## config.mk

```make
export PLATFORM = sky130hd
export DESIGN_NAME = snn_trial_sequencer_flat
export DESIGN_NICKNAME = d
export VERILOG_FILES = /design/src/rtl/snn_seq_pkg.sv /design/src/rtl/snn_trial_sequencer_if.sv /design/src/rtl/snn_cfg_table.sv /design/src/rtl/snn_trial_sequencer.sv /design/src/flat_wrapper.sv
export SDC_FILE = /design/constraint.sdc
export NUM_CORES = 1
export LEC_CHECK = 0
export BUFFER_PORTS_ARGS = -buffer_cell sky130_fd_sc_hd__buf_2
export CAP_MARGIN = 20
export CORE_ASPECT_RATIO = 1.25
export CORE_UTILIZATION = 55
export DETAILED_ROUTE_END_ITERATION = 8
export GPL_TIMING_DRIVEN = 0
export PLACE_DENSITY = 0.73
export SYNTH_ARGS = -nofsm -noshare
export SYNTH_HDL_FRONTEND = slang
export SYNTH_SLANG_ARGS = --single-unit
export TNS_END_PERCENT = 1
```

## constraint.sdc

```tcl
create_clock -name clk -period 6.6 [get_ports clk]
set_input_delay 1.32 -clock clk [delete_from_list [all_inputs] [get_ports clk]]
set_output_delay 1.32 -clock clk [all_outputs]
set_load 0.05 [all_outputs]
```

## src/rtl/snn_seq_pkg.sv

```systemverilog
// -----------------------------------------------------------------------------
// snn_seq_pkg
// Shared types and constants for the spiking-network trial sequencer.
//   seq_state_e  : trial sequencer phases (IDLE, LOAD, CLEAR, RUN, SAMPLE)
//   CMD_*        : network command encodings (RUN, NOP, CLEAR)
//   cfg_entry_t  : one configuration-table entry {addr, cmd, arg}, which is
//                  also the value carried on the network configuration bus
// Entry field widths are fixed here.  The sequencer's ADDR_WIDTH, CMD_WIDTH
// and FLOAT_WIDTH parameters default to the same values and must match them.
// -----------------------------------------------------------------------------
package snn_seq_pkg;

  localparam int PKG_ADDR_WIDTH  = 3;
  localparam int PKG_CMD_WIDTH   = 3;
  localparam int PKG_FLOAT_WIDTH = 8;

  typedef enum logic [2:0] {
    ST_IDLE   = 3'd0,
    ST_LOAD   = 3'd1,
    ST_CLEAR  = 3'd2,
    ST_RUN    = 3'd3,
    ST_SAMPLE = 3'd4
  } seq_state_e;

  localparam logic [PKG_CMD_WIDTH-1:0] CMD_RUN   = PKG_CMD_WIDTH'(0);
  localparam logic [PKG_CMD_WIDTH-1:0] CMD_NOP   = PKG_CMD_WIDTH'(1);
  localparam logic [PKG_CMD_WIDTH-1:0] CMD_CLEAR = PKG_CMD_WIDTH'((2 ** PKG_CMD_WIDTH) - 3);

  typedef struct packed {
    logic [PKG_ADDR_WIDTH-1:0]  addr;
    logic [PKG_CMD_WIDTH-1:0]   cmd;
    logic [PKG_FLOAT_WIDTH-1:0] arg;
  } cfg_entry_t;

  // Fixed bus values. Address 0 selects no neuron.
  localparam cfg_entry_t IDLE_ENTRY  = '{addr: '0, cmd: CMD_NOP,   arg: '0};
  localparam cfg_entry_t CLEAR_ENTRY = '{addr: '0, cmd: CMD_CLEAR, arg: '0};
  localparam cfg_entry_t RUN_ENTRY   = '{addr: '0, cmd: CMD_RUN,   arg: '0};

endpackage

```

## src/rtl/snn_trial_sequencer_if.sv

```systemverilog
// -----------------------------------------------------------------------------
// snn_trial_sequencer_if
// Connection between the trial sequencer and one spiking XOR network.
//   net_addr / net_cmd / net_cmd_arg : configuration bus (sequencer -> network)
//   net_in1 / net_in2                : network argument inputs (sequencer -> network)
//   net_out                          : network decision (network -> sequencer)
//   net_out_time                     : network decision time (network -> sequencer)
// Modports: master = sequencer side, slave = network side.
// -----------------------------------------------------------------------------
interface snn_trial_sequencer_if #(
  parameter int ADDR_WIDTH  = 3,
  parameter int CMD_WIDTH   = 3,
  parameter int FLOAT_WIDTH = 8
);

  logic [ADDR_WIDTH-1:0]  net_addr;
  logic [CMD_WIDTH-1:0]   net_cmd;
  logic [FLOAT_WIDTH-1:0] net_cmd_arg;
  logic                   net_in1;
  logic                   net_in2;
  logic                   net_out;
  logic [31:0]            net_out_time;

  modport master (
    output net_addr, net_cmd, net_cmd_arg, net_in1, net_in2,
    input  net_out, net_out_time
  );

  modport slave (
    input  net_addr, net_cmd, net_cmd_arg, net_in1, net_in2,
    output net_out, net_out_time
  );

endinterface

```

## src/rtl/snn_cfg_table.sv

```systemverilog
// -----------------------------------------------------------------------------
// snn_cfg_table
// CFG_DEPTH-entry register file of cfg_entry_t. Contents are not reset, so a
// table written once survives sequencer resets.
//   clk        : clock
//   wr_en_i    : write strobe
//   wr_idx_i   : write index
//   wr_data_i  : write data
//   rd_idx_i   : read index
//   rd_data_o  : read data (combinational)
// -----------------------------------------------------------------------------
module snn_cfg_table
  import snn_seq_pkg::*;
#(
  parameter int CFG_DEPTH = 16,
  parameter int IDX_WIDTH = $clog2(CFG_DEPTH)
) (
  input  logic                 clk,
  input  logic                 wr_en_i,
  input  logic [IDX_WIDTH-1:0] wr_idx_i,
  input  cfg_entry_t           wr_data_i,
  input  logic [IDX_WIDTH-1:0] rd_idx_i,
  output cfg_entry_t           rd_data_o
);

  cfg_entry_t mem_q [CFG_DEPTH];

  always_ff @(posedge clk) begin
    if (wr_en_i && (int'(wr_idx_i) < CFG_DEPTH)) begin
      mem_q[wr_idx_i] <= wr_data_i;
    end
  end

  // Combinational read: the sequencer needs entry i on the bus the cycle
  // right after it decides to send it.
  assign rd_data_o = mem_q[rd_idx_i];

endmodule

```

## src/rtl/snn_trial_sequencer.sv

```systemverilog
// -----------------------------------------------------------------------------
// snn_trial_sequencer
// Replays a configuration table into a spiking XOR network, issues one CLEAR,
// runs the network for RUN_CYCLES cycles, then captures its decision.
//   clk, rst        : clock, synchronous active-high reset
//   start           : trial request (IDLE only); latches in1, in2, cfg_len
//   in1, in2        : trial arguments
//   cfg_len         : entries to replay (clamped to CFG_DEPTH)
//   cfg_we/idx/addr/cmd/arg : table write port (accepted only when idle)
//   cfg_rej         : one-cycle pulse after a dropped table write
//   busy            : trial in progress, through the res_valid cycle
//   res_valid       : one-cycle result strobe
//   res_out         : captured decision (1 only for a clean 1 from the network)
//   res_time        : captured decision time
//   net             : network bus (interface, master side), all outputs registered
// Optional feature: define SNN_SEQ_SKIP_RELOAD_EN to skip the LOAD phase when
// the table and length are unchanged since the last replay.
// -----------------------------------------------------------------------------
module snn_trial_sequencer
  import snn_seq_pkg::*;
#(
  parameter int INT_WIDTH   = 4,
  parameter int FLOAT_WIDTH = 2 * INT_WIDTH,
  parameter int ADDR_WIDTH  = 3,
  parameter int CMD_WIDTH   = 3,
  parameter int CFG_DEPTH   = 16,
  parameter int IDX_WIDTH   = $clog2(CFG_DEPTH),
  parameter int RUN_CYCLES  = 37
) (
  input  logic                   clk,
  input  logic                   rst,
  input  logic                   start,
  input  logic                   in1,
  input  logic                   in2,
  input  logic [IDX_WIDTH:0]     cfg_len,
  input  logic                   cfg_we,
  input  logic [IDX_WIDTH-1:0]   cfg_idx,
  input  logic [ADDR_WIDTH-1:0]  cfg_addr,
  input  logic [CMD_WIDTH-1:0]   cfg_cmd,
  input  logic [FLOAT_WIDTH-1:0] cfg_arg,
  output logic                   cfg_rej,
  output logic                   busy,
  output logic                   res_valid,
  output logic                   res_out,
  output logic [31:0]            res_time,
  snn_trial_sequencer_if.master  net
);

  localparam int RUN_CNT_WIDTH = $clog2(RUN_CYCLES + 1);
  localparam logic [RUN_CNT_WIDTH-1:0] RUN_LAST  = RUN_CNT_WIDTH'(RUN_CYCLES - 1);
  localparam logic [IDX_WIDTH:0]       LEN_MAX   = (IDX_WIDTH + 1)'(CFG_DEPTH);
  localparam logic [IDX_WIDTH:0]       LEN_ONE   = (IDX_WIDTH + 1)'(1);
  localparam logic [IDX_WIDTH-1:0]     IDX_ONE   = IDX_WIDTH'(1);

  seq_state_e               state_q, state_d;
  logic [IDX_WIDTH-1:0]     idx_q, idx_d;
  logic [IDX_WIDTH:0]       len_q, len_d;
  logic [RUN_CNT_WIDTH-1:0] run_cnt_q, run_cnt_d;
  logic                     in1_q, in1_d;
  logic                     in2_q, in2_d;
  cfg_entry_t               bus_q, bus_d;
  logic                     res_valid_q, res_valid_d;
  logic                     res_out_q, res_out_d;
  logic [31:0]              res_time_q, res_time_d;
  logic                     cfg_rej_q, cfg_rej_d;

  logic                     idle_ready;
  logic                     start_acc;
  logic                     wr_acc;
  logic [IDX_WIDTH:0]       eff_len;
  logic                     load_needed;
  logic [IDX_WIDTH:0]       next_idx_ext;
  logic [IDX_WIDTH-1:0]     rd_idx;
  cfg_entry_t               rd_data;
  cfg_entry_t               wr_data;

  // The res_valid cycle still counts as busy, so the first cycle that can
  // accept a start or a table write is the one after it.
  assign idle_ready = (state_q == ST_IDLE) && !res_valid_q;
  assign start_acc  = idle_ready && start;
  assign wr_acc     = idle_ready && cfg_we && !start;

  assign eff_len      = (cfg_len > LEN_MAX) ? LEN_MAX : cfg_len;
  assign next_idx_ext = {1'b0, idx_q} + LEN_ONE;

  // Look one entry ahead: the bus register is loaded with the entry that
  // will sit on the bus during the next cycle.
  assign rd_idx = (state_q == ST_IDLE) ? '0 : (idx_q + IDX_ONE);

  assign wr_data = '{addr: cfg_addr, cmd: cfg_cmd, arg: cfg_arg};

  snn_cfg_table #(
    .CFG_DEPTH (CFG_DEPTH),
    .IDX_WIDTH (IDX_WIDTH)
  ) u_cfg_table (
    .clk       (clk),
    .wr_en_i   (wr_acc),
    .wr_idx_i  (cfg_idx),
    .wr_data_i (wr_data),
    .rd_idx_i  (rd_idx),
    .rd_data_o (rd_data)
  );

`ifdef SNN_SEQ_SKIP_RELOAD_EN
  logic               dirty_q, dirty_d;
  logic [IDX_WIDTH:0] last_len_q, last_len_d;
  logic               reload_dirty;

  // A new length counts as a table change; the network would otherwise keep
  // entries from a longer previous replay or miss entries of a longer one.
  assign reload_dirty = dirty_q || (eff_len != last_len_q);
  assign load_needed  = reload_dirty && (eff_len != '0);
`else
  assign load_needed  = (eff_len != '0);
`endif

  always_comb begin
    state_d     = state_q;
    idx_d       = idx_q;
    len_d       = len_q;
    run_cnt_d   = run_cnt_q;
    in1_d       = in1_q;
    in2_d       = in2_q;
    bus_d       = IDLE_ENTRY;
    res_valid_d = 1'b0;
    res_out_d   = res_out_q;
    res_time_d  = res_time_q;
    cfg_rej_d   = cfg_we && !wr_acc;
`ifdef SNN_SEQ_SKIP_RELOAD_EN
    dirty_d     = dirty_q || wr_acc;
    last_len_d  = last_len_q;
`endif

    unique case (state_q)
      ST_IDLE: begin
        if (start_acc) begin
          in1_d = in1;
          in2_d = in2;
          len_d = eff_len;
          idx_d = '0;
`ifdef SNN_SEQ_SKIP_RELOAD_EN
          dirty_d = reload_dirty;
`endif
          if (load_needed) begin
            state_d = ST_LOAD;
            bus_d   = rd_data;
          end else begin
            state_d = ST_CLEAR;
            bus_d   = CLEAR_ENTRY;
          end
        end
      end

      ST_LOAD: begin
        if (next_idx_ext < len_q) begin
          idx_d = idx_q + IDX_ONE;
          bus_d = rd_data;
        end else begin
          state_d = ST_CLEAR;
          bus_d   = CLEAR_ENTRY;
`ifdef SNN_SEQ_SKIP_RELOAD_EN
          dirty_d    = 1'b0;
          last_len_d = len_q;
`endif
        end
      end

      ST_CLEAR: begin
        state_d   = ST_RUN;
        run_cnt_d = '0;
        bus_d     = RUN_ENTRY;
      end

      ST_RUN: begin
        if (run_cnt_q == RUN_LAST) begin
          state_d = ST_SAMPLE;
        end else begin
          run_cnt_d = run_cnt_q + RUN_CNT_WIDTH'(1);
          bus_d     = RUN_ENTRY;
        end
      end

      ST_SAMPLE: begin
        // X or Z from the network is reported as "no decision".
        res_out_d   = (net.net_out === 1'b1);
        res_time_d  = net.net_out_time;
        res_valid_d = 1'b1;
        in1_d       = 1'b0;
        in2_d       = 1'b0;
        state_d     = ST_IDLE;
      end

      default: begin
        state_d = ST_IDLE;
      end
    endcase
  end

  always_ff @(posedge clk) begin
    if (rst) begin
      state_q     <= ST_IDLE;
      idx_q       <= '0;
      len_q       <= '0;
      run_cnt_q   <= '0;
      in1_q       <= 1'b0;
      in2_q       <= 1'b0;
      bus_q       <= IDLE_ENTRY;
      res_valid_q <= 1'b0;
      res_out_q   <= 1'b0;
      res_time_q  <= '0;
      cfg_rej_q   <= 1'b0;
    end else begin
      state_q     <= state_d;
      idx_q       <= idx_d;
      len_q       <= len_d;
      run_cnt_q   <= run_cnt_d;
      in1_q       <= in1_d;
      in2_q       <= in2_d;
      bus_q       <= bus_d;
      res_valid_q <= res_valid_d;
      res_out_q   <= res_out_d;
      res_time_q  <= res_time_d;
      cfg_rej_q   <= cfg_rej_d;
    end
  end

`ifdef SNN_SEQ_SKIP_RELOAD_EN
  always_ff @(posedge clk) begin
    if (rst) begin
      dirty_q    <= 1'b1;
      last_len_q <= '0;
    end else begin
      dirty_q    <= dirty_d;
      last_len_q <= last_len_d;
    end
  end
`endif

  assign net.net_addr    = bus_q.addr;
  assign net.net_cmd     = bus_q.cmd;
  assign net.net_cmd_arg = bus_q.arg;
  assign net.net_in1     = in1_q;
  assign net.net_in2     = in2_q;

  assign busy      = (state_q != ST_IDLE) || res_valid_q;
  assign res_valid = res_valid_q;
  assign res_out   = res_out_q;
  assign res_time  = res_time_q;
  assign cfg_rej   = cfg_rej_q;

endmodule

```

## src/flat_wrapper.sv

```systemverilog
// flat-port wrapper written by rule: the top's interface ports become plain ports
module snn_trial_sequencer_flat import snn_seq_pkg::*;
#(
  parameter int INT_WIDTH   = 4,
  parameter int FLOAT_WIDTH = 2 * INT_WIDTH,
  parameter int ADDR_WIDTH  = 3,
  parameter int CMD_WIDTH   = 3,
  parameter int CFG_DEPTH   = 16,
  parameter int IDX_WIDTH   = $clog2(CFG_DEPTH),
  parameter int RUN_CYCLES  = 37
)
  (clk, rst, start, in1, in2, cfg_len, cfg_we, cfg_idx, cfg_addr, cfg_cmd, cfg_arg, cfg_rej, busy, res_valid, res_out, res_time, net_net_addr, net_net_cmd, net_net_cmd_arg, net_net_in1, net_net_in2, net_net_out, net_net_out_time);
  snn_trial_sequencer_if #(.ADDR_WIDTH(ADDR_WIDTH), .CMD_WIDTH(CMD_WIDTH), .FLOAT_WIDTH(FLOAT_WIDTH)) net_i ();
  input  logic clk;
  input  logic rst;
  input  logic start;
  input  logic in1;
  input  logic in2;
  input  logic [IDX_WIDTH:0] cfg_len;
  input  logic cfg_we;
  input  logic [IDX_WIDTH-1:0] cfg_idx;
  input  logic [ADDR_WIDTH-1:0] cfg_addr;
  input  logic [CMD_WIDTH-1:0] cfg_cmd;
  input  logic [FLOAT_WIDTH-1:0] cfg_arg;
  output logic cfg_rej;
  output logic busy;
  output logic res_valid;
  output logic res_out;
  output logic [31:0] res_time;
  output wire logic [$bits(net_i.net_addr)-1:0] net_net_addr;
  output wire logic [$bits(net_i.net_cmd)-1:0] net_net_cmd;
  output wire logic [$bits(net_i.net_cmd_arg)-1:0] net_net_cmd_arg;
  output wire logic [$bits(net_i.net_in1)-1:0] net_net_in1;
  output wire logic [$bits(net_i.net_in2)-1:0] net_net_in2;
  input wire logic [$bits(net_i.net_out)-1:0] net_net_out;
  input wire logic [$bits(net_i.net_out_time)-1:0] net_net_out_time;
  assign net_net_addr = net_i.net_addr;
  assign net_net_cmd = net_i.net_cmd;
  assign net_net_cmd_arg = net_i.net_cmd_arg;
  assign net_net_in1 = net_i.net_in1;
  assign net_net_in2 = net_i.net_in2;
  assign net_i.net_out = net_net_out;
  assign net_i.net_out_time = net_net_out_time;
  snn_trial_sequencer #(.INT_WIDTH(INT_WIDTH), .FLOAT_WIDTH(FLOAT_WIDTH), .ADDR_WIDTH(ADDR_WIDTH), .CMD_WIDTH(CMD_WIDTH), .CFG_DEPTH(CFG_DEPTH), .IDX_WIDTH(IDX_WIDTH), .RUN_CYCLES(RUN_CYCLES)) u_core (.clk(clk), .rst(rst), .start(start), .in1(in1), .in2(in2), .cfg_len(cfg_len), .cfg_we(cfg_we), .cfg_idx(cfg_idx), .cfg_addr(cfg_addr), .cfg_cmd(cfg_cmd), .cfg_arg(cfg_arg), .cfg_rej(cfg_rej), .busy(busy), .res_valid(res_valid), .res_out(res_out), .res_time(res_time), .net(net_i));
endmodule
```

## Word-level counts from Yosys, hierarchy flattened

Memory sizes are Yosys's and may differ from the RTL's.
Cells that the tools add are included.

| operators by class | value |
|---|---|
| add/sub/neg operators | 3 |
| order comparisons | 2 |
| equality and inequality tests | 11 |
| mux-type cells | 24 |
| reductions and logical operators | 20 |

Operators by type and width:

| kind | count |
|---|---|
| case mux 14 bit (4 select lines) | 1 |
| two-way mux 14 bit | 3 |
| two-way mux 4 bit | 3 |
| case mux 3 bit (4 select lines) | 1 |
| case mux 6 bit (2 select lines) | 1 |
| two-way mux 3 bit | 3 |
| two-way mux 9 bit | 1 |
| case mux 4 bit (2 select lines) | 1 |
| adder 6 x 1 -> 6 bit, second input constant | 1 |
| equality test 3 x 2 -> 1 bit, second input constant | 2 |
| equality test 6 bit, second input constant | 1 |
| two-way mux 6 bit | 1 |
| != test 2 x 1 -> 1 bit, second input constant | 3 |
| AND reduction 2 bit | 3 |
| AND reduction 3 bit | 2 |
| nonzero test 2 bit | 3 |
| adder 4 x 1 -> 5 bit, second input constant | 1 |
| > comparator 5 bit, second input constant | 1 |
| logical AND 1 bit | 5 |
| less-than comparator 5 bit | 1 |
| two-way mux 1 bit | 5 |
| two-way mux 5 bit | 1 |
| nonzero test 5 bit | 1 |
| adder 4 x 1 -> 4 bit, second input constant | 1 |
| 10 further kinds | 14 |

| word-level totals | value |
|---|---|
| flip-flop bits (word level) | 69 |
| RAM bits | 224 |
| bits of input ports | 62 |
| word-level logic and storage cells | 74 |
| memories | 1 |

Memory list:

| name | words | bits a word | rd ports | clocked after Yosys merged registers in | write ports | RTL line | RTL |
|---|---|---|---|---|---|---|---|
| u_core.u_cfg_table.mem_q | 16 | 14 | 1 | 0 | 1 | snn_cfg_table.sv:26 | `cfg_entry_t mem_q [CFG_DEPTH];` |

## Longest topological paths before layout

Gate-level depths: netlist of the first run.

| logic depth | value |
|---|---|
| depth after elaboration | 6 |
| mapped depth | 11 |
| mapped depth without buffers | 10 |

## Cells and area by module

A second synthesis of the first run with hierarchy kept.

| unflattened totals | value |
|---|---|
| cell total of the unflattened synthesis | 711 |
| area, all modules | 11313.4 µm² |

By module, submodules not included:

| module | instances | cells each | area each (µm²) | sequential area each (µm²) |
|---|---|---|---|---|
| snn_cfg_table | 1 | 365 | 8483.1 | 6726.5 |
| snn_trial_sequencer | 1 | 346 | 2830.2 | 1381.3 |

## Worst setup path before layout of the first run

No wires, ideal clock.

| timing path | value |
|---|---|
| path kind | input-to-reg |
| start | input start |
| end | memory u_core.u_cfg_table.mem_q[0][0] (netlist name), enable pin |
| arrival | 2.864 ns |
| data required time | 6.197 ns |
| slack | 3.333 ns |
| cell stages on the path | 3 |
| cell sequence | nand3b_1 > or3_1 > nor3_1 |

| on the way | value |
|---|---|
| longest elaborated chain between the ends | 4 |

Ends and longest elaborated chain:

| item | RTL line | RTL |
|---|---|---|
| start: declaration | flat_wrapper.sv:16 | `input logic start;` |
| zero test 1 bit | snn_trial_sequencer.sv:81 | `assign wr_acc = idle_ready && cfg_we && !start;` |
| logical AND 1 bit | snn_trial_sequencer.sv:81 |  |
| two-way mux 1 bit | snn_cfg_table.sv:29 | `if (wr_en_i && (int'(wr_idx_i) < CFG_DEPTH)) begin` |
| two-way mux 1 bit (implied by the code) | snn_cfg_table.sv:30 | `mem_q[wr_idx_i] <= wr_data_i;` |
| end: declaration | snn_cfg_table.sv:26 |  |

Every way passes these cells.

## Worst setup path after layout of the first run

| timing path | value |
|---|---|
| start | register u_core.idx_q[1] |
| end | register u_core.bus_q, in the netlist u_core.net.net_cmd_arg[6] |

| on the way | value |
|---|---|
| longest elaborated chain between the ends | 6 |

Ends and longest elaborated chain:

| item | RTL line | RTL |
|---|---|---|
| start: declaration | snn_trial_sequencer.sv:56 | `logic [IDX_WIDTH-1:0] idx_q, idx_d;` |
| start signal: assignment | snn_trial_sequencer.sv:214 | `idx_q <= idx_d;` |
| adder 4 x 1 -> 4 bit | snn_trial_sequencer.sv:88 | `assign rd_idx = (state_q == ST_IDLE) ? '0 : (idx_q + IDX_ONE);` |
| two-way mux 4 bit | snn_trial_sequencer.sv:88 |  |
| memory read (16 x 14 bit) | - |  |
| two-way mux 14 bit | snn_trial_sequencer.sv:144 | `if (load_needed) begin` |
| two-way mux 14 bit | snn_trial_sequencer.sv:136 | `if (start_acc) begin` |
| case mux 14 bit (4 select lines) (*) | snn_trial_sequencer.sv:134 | `unique case (state_q)` |
| end signal: assignment | snn_trial_sequencer.sv:219 | `bus_q <= bus_d;` |
| end: declaration | snn_trial_sequencer.sv:61 | `cfg_entry_t bus_q, bus_d;` |

Mark *: on every way between the ends. The rest lies on a longest branch, timed or not.
A chain may end at the register's enable or synchronous reset.

==> qor.yml, run 1 <==
timing:
  setup_viol: 0
  hold_viol_final: 0
  worst_slack_ns: 2.83
  fin_skew_ns: 0.0197
  rsz0062_at_grt: "false"
  post-route-min-period_ns: 3.77
  tns_ns: 0
  worstMarginPinSlew_ns: 1.00
  period_share_pct: 57.1
  slew-limit-headroom_pct: 33.3
  slew_violations: 0
  fmax_mhz: 265
grt:
  antenna_found_initial: 0
  grt_pass1_wl_um: 43800
  met3_usage_pct: 4.01
  top_usage_layer: "met2"
  grt_max_degree: 17
  grt_overflow: 0
  grt_pass1_vias: 7699
  met1_usage_pct: 33.5
  grt_util_all_layers_pct: 27.1
  grt_use_met2_pct: 47.8
cts:
  cts_sinks: 293
  insertion_delay_ns: 0.55
  cts_setup_buffers: 0
  cts_tree: "done"
  cts-htree-levels: 1
  cts_resized: 0
  clk_pin_slew_ns: 0.07
  cts_made_buffers: 28
  clockBufferDepth: 3
  cts_hold_buffers: 0
  cts-root-buf: "clkbuf_16"
worst_setup_path:
  worstPathArrival_ns: 4.16
  crit_path_end_kind: "flop"
  critical_path_class: "reg -> reg"
  r2r_cells: 11
  required_ns: 6.99
  critPathCapture: "u_core.net.net_cmd_arg[6]"
  critPathLaunchType: "flop"
  rr_startpoint: "u_core.idx_q[1]"
  crit_start: "u_core.idx_q[1]"
  reg2reg_to: "u_core.net.net_cmd_arg[6]"
  crit_fanout: 10
  rrSetupSlack_ns: 2.83
floorplanning:
  die_h_um: 164
  num_io_pins: 114
  die_w_um: 132
  core_area_sq_mm: 0.0203
  rows: 58
  die_area_sq_mm: 0.0216
  start_util_pct: 56.8
drt:
  first_iter_violations: 654
  via_count: 7977
  first_pass_iters: 5
  detail_route.wl_per_cell_um: 21.6
  totalWireLength_um: 28900
  viasPerCell: 5.96
  drc: 0
  ant_nets: 0
yosys:
  synth-edff-count: 224
  yosys_warnings: 0
  synth_cell_types: 56
  synth-seq-cells: 293
  yosysSeqAreaShare_pct: 70.3
  ys_async_sr_fraction_pct: 0
  syn_inst: 892
  postSynthAreaPerCell_sq_um: 12.9
  synth_nets: 961
  synth_ff_type: "edfxtp_1"
  synth_area_sq_mm: 0.0115
layout:
  final_util_pct: 66.4
  fin_cells: 1339
  nets: 1116
  insertedDiodeCount: 0
  syn_to_final_growth_pct: 17.0
  drive_gt1_share_pct: 20.1
run_status:
  status: "finished, final reports clean"
place:
  gp_congestion: 0.871
  dpl.cell_count: 1287
  port_buffers: 112
  dpl.hpwl_um: 19800
  dp_slack_ns: 2.89
job:
  maxCapViolations: 0
hold_path:
  hp-class: "reg -> reg"
power_and_ir_drop:
  power_w: 0.00406
  power_density_mw_per_mm2: 301
  leakage_nw: 4.71
  max-vdd-ir-drop_mv: 0.209
[how the worst min path moves through the flow]
stage | start | end | slack, ns | cells past startpoint
detailed placement | u_core.res_time[0] | u_core.res_time[0] | 0.44 | 2
floorplan | u_core.len_q[1] | u_core.len_q[1] | 0.43 | 2
CTS | u_core.res_time[0] | u_core.res_time[0] | 0.45 | 2
global placement | u_core.res_time[1] | u_core.res_time[1] | 0.44 | 2
finish | u_core.res_time[0] | u_core.res_time[0] | 0.45 | 2
global route | u_core.res_time[2] | u_core.res_time[2] | 0.47 | 2
[cells by family after synthesis]
kind of cell | Yosys count | share of synthesized area, %
AOI/OAI and AO/OA | 190 | 11.5
xor gates and xnor gates | 6 | 0.521
adders and majority gates | 7 | 0.759
buffers and inverters | 71 | 2.90
DFF | 293 | 70.3
muxes | 21 | 1.95
and+or+nand+nor | 304 | 12.1
[critical path, stage by stage, from the launching register on]
cell     delay (ns)
dfxtp_1        0.33
ha_1           0.26
xnor2_2        0.48
inv_1          0.35
ha_1           0.38
a21o_1         0.15
a31oi_1        0.14
o21a_1         0.31
and2_1         0.26
o21ai_0        0.23
buf_2          0.28
nor3_1         0.43
[cells in the mapped netlist (4+ instances only)]
cell | count | area share (%)
edfxtp_1 | 224 | 58
nand2_1 | 180 | 5.9
dfxtp_1 | 69 | 12
a21oi_1 | 61 | 2.6
clkbuf_1 | 37 | 1.2
nor2_1 | 34 | 1.1
a221oi_1 | 30 | 2.3
a211oi_1 | 25 | 1.6
a311oi_1 | 25 | 1.9
mux2i_1 | 18 | 1.6
nand3_1 | 18 | 0.78
a31oi_1 | 17 | 0.92
nor3_1 | 16 | 0.69
and2_1 | 14 | 0.76
buf_2 | 12 | 0.52
inv_1 | 11 | 0.36
a221o_1 | 8 | 0.69
ha_1 | 7 | 0.76
nand3b_1 | 7 | 0.46
nor3_2 | 7 | 0.61
buf_4 | 6 | 0.39
nand2b_1 | 6 | 0.33
o21ai_0 | 5 | 0.22
buf_6 | 4 | 0.39
o22ai_1 | 4 | 0.22
xor2_1 | 4 | 0.30
[cells in the final DEF, fill, tap and decap left out, types with 14 or more instances in the layout]
master	count
a211oi_1	25
a21oi_1	61
a221oi_1	30
a311oi_1	25
a31oi_1	17
and2_1	14
buf_2	124
clkbuf_1	44
clkbuf_16	29
dfxtp_1	69
edfxtp_1	224
mux2i_1	18
nand2_1	180
nand3_1	18
nor2_1	31
[cell type report]
class                   count  area, sq um
fillers                  1518         6820
repair buffers            125          707
clock inverters            13         97.6
plain buffers              59          289
inverters                  12         45.0
flip-flops and latches    293         8110
multi-input cells         528         3120
well taps                 270          338
clock buffers              39          793
[power breakdown]
group	switching [W]	leakage, nW	internal, W
Clock	0.000672	0.446	0.000880
Sequential	0.00000772	2.57	0.00201
Combinational	0.000345	1.69	0.000152
[layer usage]
layer	vias up	part of all wire [%]
li1	3661	-
met1	3882	39
met2	369	50
met3	65	8.0
met4	0	3.2
met5	-	0
[flip-flops by register name, summed over array words and instances (netlist names), 3 cells and up]
signal,cells
u_core.u_cfg_table.mem_q,224
u_core.res_time,32
u_core.net.net_cmd_arg,8
u_core.run_cnt_q,6
u_core.len_q,5
u_core.idx_q,4
u_core.net.net_addr,3
u_core.net.net_cmd,3
u_core.state_q,3
[stage by stage]
stage | hold WS, ns | area, sq um
floorplan | 0.432 | 11500
global placement | 0.439 | 12400
detailed placement | 0.443 | 12600
CTS | 0.452 | 13500
global route | 0.470 | 13500
finish | 0.452 | 13500
No activity file was read; power rests on OpenSTA's default activity.
==> run 2, diff against run 1 <==
==> constraint.sdc (replaced) <==
create_clock -name clk -period 3.8 [get_ports clk]
set_input_delay 0.76 -clock clk [delete_from_list [all_inputs] [get_ports clk]]
set_output_delay 0.76 -clock clk [all_outputs]
set_load 0.05 [all_outputs]
==> run 2 against run 1 <==
Effect of this change:
- register-to-register slack worse by 2.5 ns
- flip-flop and latch count unchanged
- combinational power up 74%
- count of clock-buffer cells in the layout unchanged
- wire length up 0.33%
- die area unchanged
- first-iteration DRC count down 5.4%
- hold slack about the same
- total power up 74%
- critical path depth unchanged
- critical endpoint unchanged
- largest power group unchanged
==> qor.yml, run 2 (same netlist as run 1, synthesis figures left out) <==
worst_setup_path:
  path_delay_family: "compound AO/OA/AOI/OAI gates"
  crit_fanout: 10  # unchanged
  required_ns: 4.22  # -2.77 ns
  max_stage_delay_ns: 0.36  # -0.12 ns
  critPathLaunchType: "flop"
  rrSetupSlack_ns: 0.34  # -2.49 ns
  cp_slowest_cell: "ha_1"
  cp_num_buf_inv: 2  # unchanged
  cp_common_cell: "ha_1"
  crit_chain: "ha_1, xnor2_4, inv_1, ha_1, a21o_1, a31oi_1, o21a_1, and2_1, o21ai_0, buf_2, nor3_2"
  worstPathArrival_ns: 3.89  # -0.27 ns
  crit_path_end_kind: "flop"
  critical_path_class: "reg -> reg"
layout:
  layout_common_cells: "edfxtp_1, nand2_1, buf_2"
  layout_commonest_cell: "edfxtp_1"
  top_register: "u_core.u_cfg_table.mem_q"
  insertedDiodeCount: 0  # unchanged
  nets: 1116  # unchanged
  final_cell_area_sq_mm: 0.0135  # +0.12%
  largest_reg_flops: 224  # unchanged
  drive_gt1_share_pct: 20.2  # +0.094 points
  fin_cells: 1339  # unchanged
  syn_to_final_growth_pct: 17.2
place:
  dpl.cell_count: 1287  # unchanged
  port_buffers: 112  # unchanged
  dpl.hpwl_um: 19800  # unchanged
  post_dp_cell_area_sq_mm: 0.0126  # unchanged
  gp_congestion: 0.871  # unchanged
drt:
  viasPerCell: 5.95  # about the same
  first_iter_violations: 619  # -5.4%
  via_count: 7973  # -0.050%
  detail_route.wl_per_cell_um: 21.7  # +0.33%
  ant_nets: 0  # unchanged
  drc: 0  # unchanged
  totalWireLength_um: 29000  # +0.33%
  first_pass_iters: 5  # unchanged
cts:
  cts-root-buf: "clkbuf_16"
  insertion_delay_ns: 0.55  # about the same
  cts_sinks: 293  # unchanged
  cts_resized: 0  # unchanged
  clockBufferDepth: 3  # unchanged
  cts_tree: "done"
  clk_pin_slew_ns: 0.07  # about the same
  cts_setup_buffers: 0  # unchanged
  cts_hold_buffers: 0  # unchanged
  cts-htree-levels: 1  # unchanged
  cts_made_buffers: 28  # unchanged
timing:
  worstMarginPinSlew_ns: 0.997  # -0.00310 ns
  slew-limit-headroom_pct: 33.5  # +0.21 points
  fmax_mhz: 289  # +8.9%
  slew_violations: 0  # unchanged
  rsz0062_at_grt: "false"
  fin_skew_ns: 0.0187  # -0.00107 ns
  post-route-min-period_ns: 3.46  # -0.307 ns
  hold_viol_final: 0  # unchanged
  period_share_pct: 91.1  # +34 points
  setup_viol: 0  # unchanged
grt:
  grt_overflow: 0  # unchanged
  antenna_found_initial: 0  # unchanged
  grt_pass1_wl_um: 43800  # unchanged
  grt_pass1_vias: 7699  # unchanged
  grt_max_degree: 17  # unchanged
  grt_util_all_layers_pct: 27.1  # unchanged
run_status:
  status: "finished, final reports clean"
floorplanning:
  die_area_sq_mm: 0.0216  # unchanged
  die_w_um: 132  # unchanged
  core_area_sq_mm: 0.0203  # unchanged
  num_io_pins: 114  # unchanged
  die_h_um: 164  # unchanged
  start_util_pct: 56.8  # unchanged
  rows: 58  # unchanged
power_and_ir_drop:
  max-vdd-ir-drop_mv: 0.364  # +74%
  power_density_mw_per_mm2: 523  # +74%
  leakage_nw: 4.71  # about the same
  power_w: 0.00706  # +74%
job:
  maxCapViolations: 0  # unchanged
hold_path:
  hp-class: "reg -> reg"
-- run 2: cell counts in the layout (fill, tap and decap cells not counted) --
No cell type changed its count.
-- run 2: worst register-to-register path, cell delays in order, from the launching register on --
cell and delay [ns]:
dfxtp_1 0.33, ha_1 0.28, xnor2_4 0.35, inv_1 0.29
ha_1 0.36, a21o_1 0.15, a31oi_1 0.14, o21a_1 0.31
and2_1 0.25, o21ai_0 0.24, buf_2 0.29, nor3_2 0.33
-- run 2: path summary, 6_finish.rpt --
kind / end / start / depth (start not counted)
setup reg to reg: u_core.net.net_cmd_arg[6] / u_core.idx_q[1] / 11
setup / recovery: u_core.net.net_cmd_arg[6] / u_core.idx_q[1] / 11
hold reg to reg: u_core.res_time[0] / u_core.res_time[0] / 2
hold / removal: u_core.res_time[0] / u_core.res_time[0] / 2
-- run 2: routing by layer --
metal  wire, um  global-route usage [%]  up-vias
met3       2260                    4.01       65
met2      14600                    47.8      377
met4        935                    11.4        0
met5          0                       0        -
met1      11300                    33.5     3872
li1           -                       -     3659
-- run 2: report_power, final --
part	switching (W)	internal, W
logic	0.000600	0.000265
registers	0.0000131	0.00349
clock network	0.00117	0.00153
total	0.00178	0.00528
-- run 2: cell type report --
type	instances	area, sq um
repair buffers	125	707
multi-input cells	528	3140
plain buffers	59	289
clock buffers	39	793
clock inverters	13	97.6
inverters	12	45.0
fillers	1513	6800
flip-flops and latches	293	8110
well taps	270	338
-- run 2: per-stage QoR --
step | util, % | hold slack, ns | setup WS [ns] | TNS [ns]
finish | 66.5 | 0.452 | 0.338 | 0
global route | 66.5 | 0.448 | 0.0734 | 0
CTS | 66.4 | 0.444 | 0.0206 | 0
detailed placement | 62.1 | 0.443 | 0.0883 | 0
global placement | 61.2 | 0.439 | -0.0757 | -1.75
floorplan | - | 0.432 | 0.658 | 0
==> run 3, diff against run 2 <==
==> constraint.sdc (replaced) <==
create_clock -name clk -period 4 [get_ports clk]
set_input_delay 0.8 -clock clk [delete_from_list [all_inputs] [get_ports clk]]
set_output_delay 0.8 -clock clk [all_outputs]
set_load 0.01 [all_outputs]
==> run 3 against run 2 <==
Effect of this change:
- hold slack hardly changed
- non-clock buffer count is the same
- maximum frequency shrank 3.2%
- global-route usage is the same
- largest power group unchanged
- total power is 6.0% lower
- sequential power decreased by 5%
- critical path depth stayed put
- clock skew hardly changed
- final cell count unchanged
- register-to-register slack better by 0.09 ns
- flip-flop and latch count unchanged
- utilization about the same
==> qor.yml, run 3 (same netlist as run 1, synthesis figures left out) <==
run_status:
  status: "finished, final reports clean"
worst_setup_path:
  reg2reg_to: "u_core.net.net_cmd_arg[6]"
  critPathCapture: "u_core.net.net_cmd_arg[6]"
  crit_path_end_kind: "flop"
  crit_start: "u_core.idx_q[1]"
  critPathLaunchType: "flop"
  worstPathArrival_ns: 3.97  # +0.08 ns
  critical_path_class: "reg -> reg"
  rrSetupSlack_ns: 0.42  # +0.09 ns
  required_ns: 4.39  # +0.17 ns
  r2r_cells: 11  # unchanged
  rr_startpoint: "u_core.idx_q[1]"
  crit_fanout: 10  # unchanged
layout:
  multiInputGateArea_sq_mm: 0.00313  # -0.16%
  top_register: "u_core.u_cfg_table.mem_q"
  largest_reg_flops: 224  # unchanged
  nets: 1116  # unchanged
  fillers: 1517  # +0.26%
  fin_cells: 1339  # unchanged
  layout_common_cells: "edfxtp_1, nand2_1, buf_2"
  syn_to_final_growth_pct: 17.1  # about the same
  regArea_sq_mm: 0.00811  # unchanged
  insertedDiodeCount: 0  # unchanged
  drive_gt1_share_pct: 20.1  # -0.094 points
  layout_commonest_cell: "edfxtp_1"
floorplanning:
  die_w_um: 132  # unchanged
  die_h_um: 164  # unchanged
  die_area_sq_mm: 0.0216  # unchanged
  core_area_sq_mm: 0.0203  # unchanged
  num_io_pins: 114  # unchanged
  start_util_pct: 56.8  # unchanged
  rows: 58  # unchanged
grt:
  grt_max_degree: 17  # unchanged
  grt_util_all_layers_pct: 27.1  # unchanged
  grt_overflow: 0  # unchanged
  antenna_found_initial: 0  # unchanged
  grt_pass1_vias: 7699  # unchanged
  grt_pass1_wl_um: 43800  # unchanged
cts:
  clk_pin_slew_ns: 0.07  # about the same
  insertion_delay_ns: 0.55  # about the same
  cts_made_buffers: 28  # unchanged
  cts-htree-levels: 1  # unchanged
  clockBufferDepth: 3  # unchanged
  cts-root-buf: "clkbuf_16"
  cts_sinks: 293  # unchanged
  cts_setup_buffers: 0  # unchanged
  cts_tree: "done"
place:
  gp_congestion: 0.871  # unchanged
  dpl.hpwl_um: 19800  # unchanged
  dpl.cell_count: 1287  # unchanged
  dp_slack_ns: 0.288  # +0.200 ns
  port_buffers: 112  # unchanged
power_and_ir_drop:
  max-vdd-ir-drop_mv: 0.347  # -4.7%
  power_density_mw_per_mm2: 491  # -6.0%
  leakage_nw: 4.71  # about the same
  seqPwrFrac_pct: 50.0  # +0.5 points
  switching_power_w: 0.00163  # -8.9%
  p_sw_share_pct: 24.5  # -0.78 points
  clockPowerShare_pct: 38.5  # +0.3 points
  p_int_w: 0.00501  # -5.0%
  comb_power_share_pct: 11.4  # -0.8 points
timing:
  period_share_pct: 89.4  # -1.7 points
  worst_slack_ns: 0.423  # +0.0855 ns
  fmax_mhz: 280  # -3.2%
  worstMarginPinSlew_ns: 0.987  # -0.00982 ns
  setup_viol: 0  # unchanged
  tns_ns: 0  # unchanged
  slew_violations: 0  # unchanged
  rsz0062_at_grt: "false"
  post-route-min-period_ns: 3.58  # +0.115 ns
  hold_ws_ns: 0.452  # -0.0000380 ns
  fin_skew_ns: 0.0184  # -0.000241 ns
  hold_viol_final: 0  # unchanged
  slew-limit-headroom_pct: 34.1  # +0.66 points
drt:
  first_iter_violations: 645  # +4.2%
  first_pass_iters: 5  # unchanged
  viasPerCell: 5.95  # -0.13%
  via_count: 7963  # -0.13%
  ant_nets: 0  # unchanged
  drc: 0  # unchanged
  detail_route.wl_per_cell_um: 21.6  # -0.33%
  totalWireLength_um: 28900  # -0.33%
hold_path:
  hold_depth: 2  # unchanged
  hp-class: "reg -> reg"
job:
  maxCapViolations: 0  # unchanged
## run 3: cell counts in the layout (fill, tap and decap cells not counted)
Identical to the previous run, type by type.
## run 3: worst min-delay path by stage
stage                       startpoint                 end  slack, ns
floorplan              u_core.len_q[1]     u_core.len_q[1]       0.43
global placement    u_core.res_time[1]  u_core.res_time[1]       0.44
detailed placement  u_core.res_time[0]  u_core.res_time[0]       0.44
CTS                 u_core.res_time[0]  u_core.res_time[0]       0.45
global route        u_core.res_time[2]  u_core.res_time[2]       0.47
finish              u_core.res_time[0]  u_core.res_time[0]       0.45
## run 3: critical path: stages, from the launching register on
cell	delay [ns]
dfxtp_1	0.33
ha_1	0.28
xnor2_4	0.35
inv_1	0.29
ha_1	0.36
a21o_1	0.15
a31oi_1	0.14
o21a_1	0.31
and2_1	0.25
o21ai_0	0.22
buf_2	0.28
nor3_1	0.42
## run 3: final cells by class
class | instances | area share (%)
multi-input combinational | 528 | 23.2
timing repair buffer | 125 | 5.23
buffer | 59 | 2.14
clock inverter | 13 | 0.722
tap | 270 | 2.50
sequential | 293 | 60.0
inverter | 12 | 0.333
clock buffer | 39 | 5.87
## run 3: power groups by stage
stage	sequential, W	combinational [W]	clock, W
6_report	0.00332	0.000758	0.00256
5_1_grt	0.00333	0.000817	0.00271
4_1_cts	0.00332	0.000755	0.00258
3_5_place_dp	0.00339	0.000751	0
3_3_place_gp	0.00339	0.000739	0
2_1_floorplan	0.00340	0.000457	0
## run 3: timing repair
item / 4_1_cts / 5_1_grt
gates resized for setup: 0 / 1
hold buffers: 0 / 0
setup endpoints to repair: 0 / 1
## run 3: routing by layer
layer | track usage (%) | up-vias | routed length (um) | part of all wire (%)
met5 | 0 | - | 0 | 0
met4 | 11.4 | 0 | 1010 | 3.5
met3 | 4.01 | 76 | 2400 | 8.3
met2 | 47.8 | 402 | 14500 | 50
met1 | 33.5 | 3825 | 11100 | 38
li1 | - | 3660 | - | -
## run 3: through the flow
step / area [sq um] / total power [W] / utilization, %
6_report: 13500 / 0.00664 / 66.5
5_1_grt: 13500 / 0.00685 / 66.5
4_1_cts: 13500 / 0.00666 / 66.4
3_5_place_dp: 12600 / 0.00414 / 62.1
3_3_place_gp: 12400 / 0.00413 / 61.2
2_1_floorplan: 11500 / 0.00385 / -
